==> config.mk <==
export PLATFORM = sky130hd
export DESIGN_NAME = instr_fetch_axil
export DESIGN_NICKNAME = d
export VERILOG_FILES = /design/src/rtl/instr_fetch_axil_pkg.sv /design/src/rtl/instr_fetch_axil.sv
export SDC_FILE = /design/constraint.sdc
export NUM_CORES = 1
export LEC_CHECK = 0
export BUFFER_PORTS_ARGS = -buffer_cell sky130_fd_sc_hd__buf_2
export CORE_MARGIN = 2
export CORE_UTILIZATION = 52
export CTS_CLUSTER_SIZE = 14
export DETAILED_ROUTE_END_ITERATION = 12
export GPL_TIMING_DRIVEN = 0
export PLACE_DENSITY = 0.85
export SYNTH_ARGS = -nofsm -noshare
export SYNTH_HDL_FRONTEND = slang
export SYNTH_SLANG_ARGS = --single-unit
==> constraint.sdc <==
create_clock -name clk -period 2.9 [get_ports clk]
set_input_delay 0.58 -clock clk [delete_from_list [all_inputs] [get_ports clk]]
set_output_delay 0.58 -clock clk [all_outputs]
set_load 0.005 [all_outputs]
==> src/rtl/instr_fetch_axil_pkg.sv <==
// Shared definitions for the instruction fetch stage: FSM states,
// AXI4-Lite constants and a word-alignment helper.
package instr_fetch_axil_pkg;

  typedef enum logic [1:0] {
    IDLE = 2'd0,
    ADDR = 2'd1,
    DATA = 2'd2,
    HOLD = 2'd3
  } fetch_state_e;

  localparam logic [1:0]  AXI_RESP_OKAY = 2'b00;
  localparam logic [2:0]  ARPROT_INSTR  = 3'b100;
  localparam logic [31:0] INSTR_NOP     = 32'h0000_0013;

  // Force a byte address onto a 32-bit word boundary.
  function automatic logic [31:0] word_align(input logic [31:0] addr);
    return addr & 32'hFFFF_FFFC;
  endfunction

endpackage

==> src/rtl/instr_fetch_axil.sv <==
// Instruction fetch stage: holds the PC, issues one AXI4-Lite read per
// instruction, presents the word to the decoder over valid/ready and
// drops fetches made stale by a redirect.
module instr_fetch_axil
  import instr_fetch_axil_pkg::*;
#(
  parameter logic [31:0] RESET_PC = 32'h0000_0000
) (
  input  logic        clk,
  input  logic        rst,
  output logic [31:0] m_axil_araddr,
  output logic [2:0]  m_axil_arprot,
  output logic        m_axil_arvalid,
  input  logic        m_axil_arready,
  input  logic [31:0] m_axil_rdata,
  input  logic [1:0]  m_axil_rresp,
  input  logic        m_axil_rvalid,
  output logic        m_axil_rready,
  input  logic        redirect_valid,
  input  logic [31:0] redirect_pc,
  output logic        instr_valid,
  input  logic        instr_ready,
  output logic [31:0] instr,
  output logic [31:0] instr_pc,
  output logic        instr_err
);

  fetch_state_e state_q, state_d;

  logic [31:0] pc_q, pc_d;
  logic [31:0] pending_q, pending_d;
  logic        discard_q, discard_d;
  logic        capture;
  logic [31:0] target;

  logic [31:0] instr_q;
  logic [31:0] instr_pc_q;
  logic        instr_err_q;

  // Outputs decode from state and registers only, so no input reaches an
  // output combinationally.
  assign m_axil_araddr  = pc_q;
  assign m_axil_arprot  = ARPROT_INSTR;
  assign m_axil_arvalid = (state_q == ADDR);
  assign m_axil_rready  = (state_q == DATA);
  assign instr_valid    = (state_q == HOLD);
  assign instr          = instr_q;
  assign instr_pc       = instr_pc_q;
  assign instr_err      = instr_err_q;

  assign target = word_align(redirect_pc);

  // Next-state, PC and discard bookkeeping.
  always_comb begin
    state_d   = state_q;
    pc_d      = pc_q;
    pending_d = pending_q;
    discard_d = discard_q;
    capture   = 1'b0;
    unique case (state_q)
      IDLE: begin
        state_d = ADDR;
        if (redirect_valid) pc_d = target;
      end
      ADDR: begin
        if (m_axil_arready) state_d = DATA;
        // AR must stay stable once presented, so a redirect here can only
        // mark the eventual beat as stale.
        if (redirect_valid) begin
          discard_d = 1'b1;
          pending_d = target;
        end
      end
      DATA: begin
        if (m_axil_rvalid) begin
          state_d = ADDR;
          if (redirect_valid) begin
            pc_d      = target;
            discard_d = 1'b0;
          end else if (discard_q) begin
            pc_d      = pending_q;
            discard_d = 1'b0;
          end else begin
            capture = 1'b1;
            state_d = HOLD;
          end
        end else if (redirect_valid) begin
          discard_d = 1'b1;
          pending_d = target;
        end
      end
      HOLD: begin
        // A redirect outranks a simultaneous consume; the held word is dropped.
        if (redirect_valid) begin
          pc_d    = target;
          state_d = ADDR;
        end else if (instr_ready) begin
          pc_d    = instr_pc_q + 32'd4;
          state_d = ADDR;
        end
      end
      default: state_d = IDLE;
    endcase
  end

  // FSM state register.
  always_ff @(posedge clk) begin
    if (rst) state_q <= IDLE;
    else     state_q <= state_d;
  end

  // PC, redirect bookkeeping and the registered instruction outputs.
  always_ff @(posedge clk) begin
    if (rst) begin
      pc_q        <= word_align(RESET_PC);
      pending_q   <= '0;
      discard_q   <= 1'b0;
      instr_q     <= '0;
      instr_pc_q  <= '0;
      instr_err_q <= 1'b0;
    end else begin
      pc_q      <= pc_d;
      pending_q <= pending_d;
      discard_q <= discard_d;
      if (capture) begin
        instr_pc_q  <= pc_q;
        instr_err_q <= (m_axil_rresp != AXI_RESP_OKAY);
        instr_q     <= (m_axil_rresp == AXI_RESP_OKAY) ? m_axil_rdata : INSTR_NOP;
      end
    end
  end

endmodule

Word-level counts from Yosys, hierarchy flattened --
Cells that the tools add are included.
Word-level totals: bits in registers 132, bits of input ports 72, output and inout bits 103, logic and storage cells 50
Operators by class: add/subtract/negate cells 1, eq/ne operators 9, muxes and demuxes 25, reductions and logical operators 8
Operators by type and width (number):
- 2-to-1 mux 32 bit | 9
- one-hot mux 32 bit (3 select lines) | 1
- one-hot mux 32 bit (2 select lines) | 1
- adder 32 x 3 -> 32 bit (second input constant) | 1
- 2-to-1 mux 2 bit | 6
- one-hot mux 2 bit (4 select lines) | 1
- 2-to-1 mux 1 bit | 6
- != test 2 bit (second input constant) | 3
- AND reduction 5 bit | 1
- == test 2 bit (second input constant) | 2
- logical NOT 2 bit | 2
- nonzero test 2 bit | 2
- != test 3 x 1 -> 1 bit (second input constant) | 1
- != test 3 x 2 -> 1 bit (second input constant) | 1
- AND reduction 3 bit | 1
- nonzero test 3 bit | 1
- == test 2 x 1 -> 1 bit (second input constant) | 1
- != test 2 x 1 -> 1 bit (second input constant) | 1
- one-hot mux 1 bit (2 select lines) | 1
- AND reduction 2 bit | 1

Longest topological paths before layout --
depth in word-level cells 4, gate-level depth with buffers 10

Worst setup path before layout --
No wires, ideal clock.
path type reg-to-reg, start reg state_q[0], end reg pc_q[17], in the netlist m_axil_araddr[17], library setup time 0.091 ns, data arrival time 2.071 ns, data required time 2.809 ns, setup slack 0.738 ns, stages on the path, launching flop included 11, path buffers 3, path through dfxtp_1 -> inv_1 -> ha_1 -> clkbuf_1 -> nor3b_1 -> a211oi_1 -> nor2b_1 -> buf_2 -> buf_1 -> nor2_1 -> a311oi_1
On the way: word-level cells in the longest chain between the ends 3, elaborated cells between the ends (all ways) 10, those cells by class 6 x eq/ne; 1 x mux; 3 x reduce/logical
RTL lines:
- from (decl) | line instr_fetch_axil.sv:28 | fetch_state_e state_q, state_d;
- from (signal assigned) | line instr_fetch_axil.sv:109 | else state_q <= state_d;
- == test 2 bit (*)
- net m_axil_rready | line instr_fetch_axil.sv:18 | output logic m_axil_rready,
- != test 3 x 1 -> 1 bit (no source line) (tied with other cells)
- AND reduction 5 bit (no source line)
- to (signal assigned) | line instr_fetch_axil.sv:115 | pc_q <= word_align(RESET_PC);
- to (signal assigned) | line instr_fetch_axil.sv:122 | pc_q <= pc_d;
- to (decl) | line instr_fetch_axil.sv:30 | logic [31:0] pc_q, pc_d;
Mark *: on every way through the listed nets, which the timed path passes. The rest lies on a longest branch. A chain may end at the register's enable or synchronous reset.

Final worst setup path --
start reg state_q[0], end reg pc_q[30], in the netlist m_axil_araddr[30]
On the way: word-level cells in the longest chain between the ends 3, elaborated cells between the ends (all ways) 10, those cells by class 6 x eq/ne; 1 x mux; 3 x reduce/logical
RTL lines:
- == test 2 bit / logical NOT 2 bit (equally long branches) | line instr_fetch_axil.sv:60 | unique case (state_q)
- != test 3 x 1 -> 1 bit (no source line) (tied with other cells)
- AND reduction 5 bit (no source line)
Several ways; a longest one is shown, not always the timed one.

==> impl_results.md <==
- Peak Freq: 374 MHz
- Total CTS buffers: 17
- Largest net degree at the start of global routing: 17
- Mapped Area: 5820 um2
- DRT antenna net count: 0
- Post-synth ARST share: 0%
- Pins Over Slew Limit: 0
- Leading register cell type out of synthesis: dfxtp_1
- Setup Buffers After CTS: 0
- CP top delay family: buffers and inverters
- Final period util: just over 90%
- Worst Path Max Fanout: 10
- Mean routed wirelength per cell: 17.3 um
- WP buf/inv: 3
- #FFs+latches synth: 132
- CTS Sinks: about 130
- EDFF count, synth: 0
- Setup Skew: 0.00609 ns
- WP data required: 3.28 ns
- CP arrival: just over 3 ns
- VDD IR max: 0.000462 V
- Fillers: 905
- Post-synthesis cell type count: 54
- WS Path Type: flip-flop to flip-flop
- Drt total wl: between 15 and 20 mm
- HP Class: input port to flip-flop
- Initial antenna violation count: 1
- Clock latency at the later pin of the worst-skew pair: about 0.52 ns
- Final nets: 974
- Initial core utilization: 53.5%
- Port-buffer cells: 167
- Slew @ Worst Pin: about 0.80 ns
- Clk root buf: clkbuf_8
- Hold buffers post-CTS: 0
- Startpoint Class: flip-flop
- Final min period: 2.67 ns
- Area Growth Syn to Fin: 27.3%
- Synth Instances: 709
- MaxCap Viol Count: 0
- RePlAce Congestion: 0.944
- Rows: 38
- Final hold viol count: 0
- Syn Area/Cell: 8.21 um2
- Via density: 5.87
- Cell breakdown of the critical path: ha_1 -> clkbuf_1 -> nand2b_1 -> o22ai_1 -> nor2b_1 -> buf_2 -> clkbuf_2 -> o21ai_0 -> o32ai_1
- Worst-path clk slew: 0.06 ns
- Worst rel slew slack: 46.2%
- Post-synthesis sequential area ratio: 45.4%
- Core outline area: 10,900 um2
- Grt total ovfl: 0
- Ports: 175
- First-pass GRT wire length: 27.8 mm
- CP endpoint kind: flip-flop
- RSZ-0062 raised after global routing: false
- Iteration count of the initial detailed-routing pass: 6
- Status: finished, final reports clean
- Pleak: 2.93 nW
- # setup viols final: 0
- Slowest CP cell: dfxtp_1
- Die ar.: 12,100 um2
- Vias in the first global route: 5,675
- Synth warnings: 0
- Chip Width: around 110 um
- Min Hold Slack: 0.294 ns
- Post-DP HPWL: 12.8 mm
- Fin Setup TNS: 0 ns
- Layout cells sized above 1: 26.1%
- Via Count: 6,161
- Tot GR Track Use: ~30%
- Clock Path Buffers: 2
- CTS tree: done
- Power per cell area: 628 nW/um2
- DRC violations left: 0
- Crit path largest cell delay: 0.41 ns
- Clock H-tree levels: 4
- Chip height: 110 um
- Initial DRC count: 722
## flip-flops by register name, summed over array words and instances (netlist names)
name	cells
instr_err	1
pending_q	32
discard_q	1
instr_pc	32
state_q	2
instr	32
m_axil_araddr	32
## worst paths after layout
path                    startpoint                end  slack, ns  depth (start not counted)
hold reg to reg      pending_q[24]      pending_q[24]       0.45                          2
setup reg to reg        state_q[0]  m_axil_araddr[30]       0.23                          9
hold / removal    m_axil_rdata[12]          instr[12]       0.29                          3
setup / recovery        state_q[0]  m_axil_araddr[30]       0.23                          9
## layout by cell type, fill, tap and decap left out, drive strengths merged, types with 5 or more instances in the layout
master	count
a311oi	6
nand2	147
nand3	11
clkinvlp	6
a211oi	21
a222oi	9
clkinv	5
nor2	75
nor3	14
xnor2	12
o31a	7
ha	6
buf	177
dfxtp	132
clkbuf	73
nor4	12
a22oi	29
o21ai	16
inv	12
a21oi	68
a221oi	19
## metrics by stage
stage               power (W)  area [um2]  setup WS [ns]  instances  util, %
finish                0.00465        7410          0.229       1050     68.1
global route          0.00484        7410         0.0459       1050     68.1
CTS                   0.00465        7390         0.0668       1049     67.9
detailed placement    0.00269        6840         0.0243       1017     62.8
global placement      0.00268        6840          0.114       1017     62.8
floorplan             0.00241        5830          0.738        710        -
## Yosys cell counts (3+ instances only)
cell type | n | area share [%]
a311oi_1 | 6 | 0.90
a222oi_1 | 9 | 1.5
a221oi_1 | 17 | 2.6
nor3b_1 | 3 | 0.39
o211ai_1 | 3 | 0.39
nor2_1 | 74 | 4.8
o31a_1 | 7 | 1.1
clkbuf_1 | 50 | 3.2
nand3_1 | 11 | 0.95
nand4_1 | 3 | 0.32
xnor2_1 | 12 | 1.8
inv_1 | 12 | 0.77
dfxtp_1 | 132 | 45
or2_2 | 3 | 0.32
buf_4 | 3 | 0.39
o21ai_1 | 6 | 0.52
and3_1 | 3 | 0.32
nor3_1 | 13 | 1.1
buf_2 | 3 | 0.26
nand2_1 | 147 | 9.5
ha_1 | 6 | 1.3
xor2_1 | 4 | 0.60
a22oi_1 | 29 | 3.7
or3_1 | 4 | 0.43
nor4_2 | 8 | 1.7
nor4_1 | 3 | 0.32
a211oi_1 | 18 | 2.3
a22o_1 | 4 | 0.60
nand2b_1 | 3 | 0.32
a21oi_1 | 68 | 5.8
buf_1 | 5 | 0.32
a211oi_2 | 3 | 0.64
o21ai_0 | 10 | 0.86
## metal layers
layer,vias to the layer above,track usage (%),part of all wire [%]
met1,2847,36.6,39
met5,-,0,0
met2,372,48.5,47
met4,0,13.5,3.0
li1,2891,-,-
met3,51,8.71,11
## layout make-up
cell class,instances,area [um2],share of cell area (%)
sequential,132,2640,35.6
timing repair buffer,167,836,11.3
inverter,12,45.0,0.607
clock inverter,12,108,1.45
buffer,63,285,3.85
multi-input combinational,503,2880,38.8
antenna,1,2.50,0.0337
tap,140,175,2.36
clock buffer,20,445,6.01
## logic make-up (layout without fill, tap and decap cells)
kind of cell / Yosys count / in the layout / synth area share (%)
compound gates: 193 / 193 / 23.1
xor+xnor: 16 / 16 / 2.41
fa+ha+maj: 6 / 6 / 1.29
buf+inv: 75 / 274 / 5.50
flops: 132 / 132 / 45.4
mux: 1 / 1 / 0.172
other cells: 2 / 4 / 0.129
simple gates: 284 / 284 / 22.1
## report_power, final
part / internal (W) / switching (W)
combinational: 0.000249 / 0.000405
sequential: 0.00193 / 0.0000933
clock: 0.00118 / 0.000795
total: 0.00336 / 0.00129
## tightest hold or removal path, delay by kind of cell
kind                   cells  cell delay, ns
AOI/OAI and AO/OA          1            0.05
and+or+nand+nor            1            0.07
buffers and inverters      1            0.07
## what timing repair did
action                                  in CTS  in global routing
endpoints found under the setup margin       0                 90
hold endpoints to repair                     0                  0
gates resized for setup                      0                 15
Note: power is estimated with default switching activity, not from simulation.
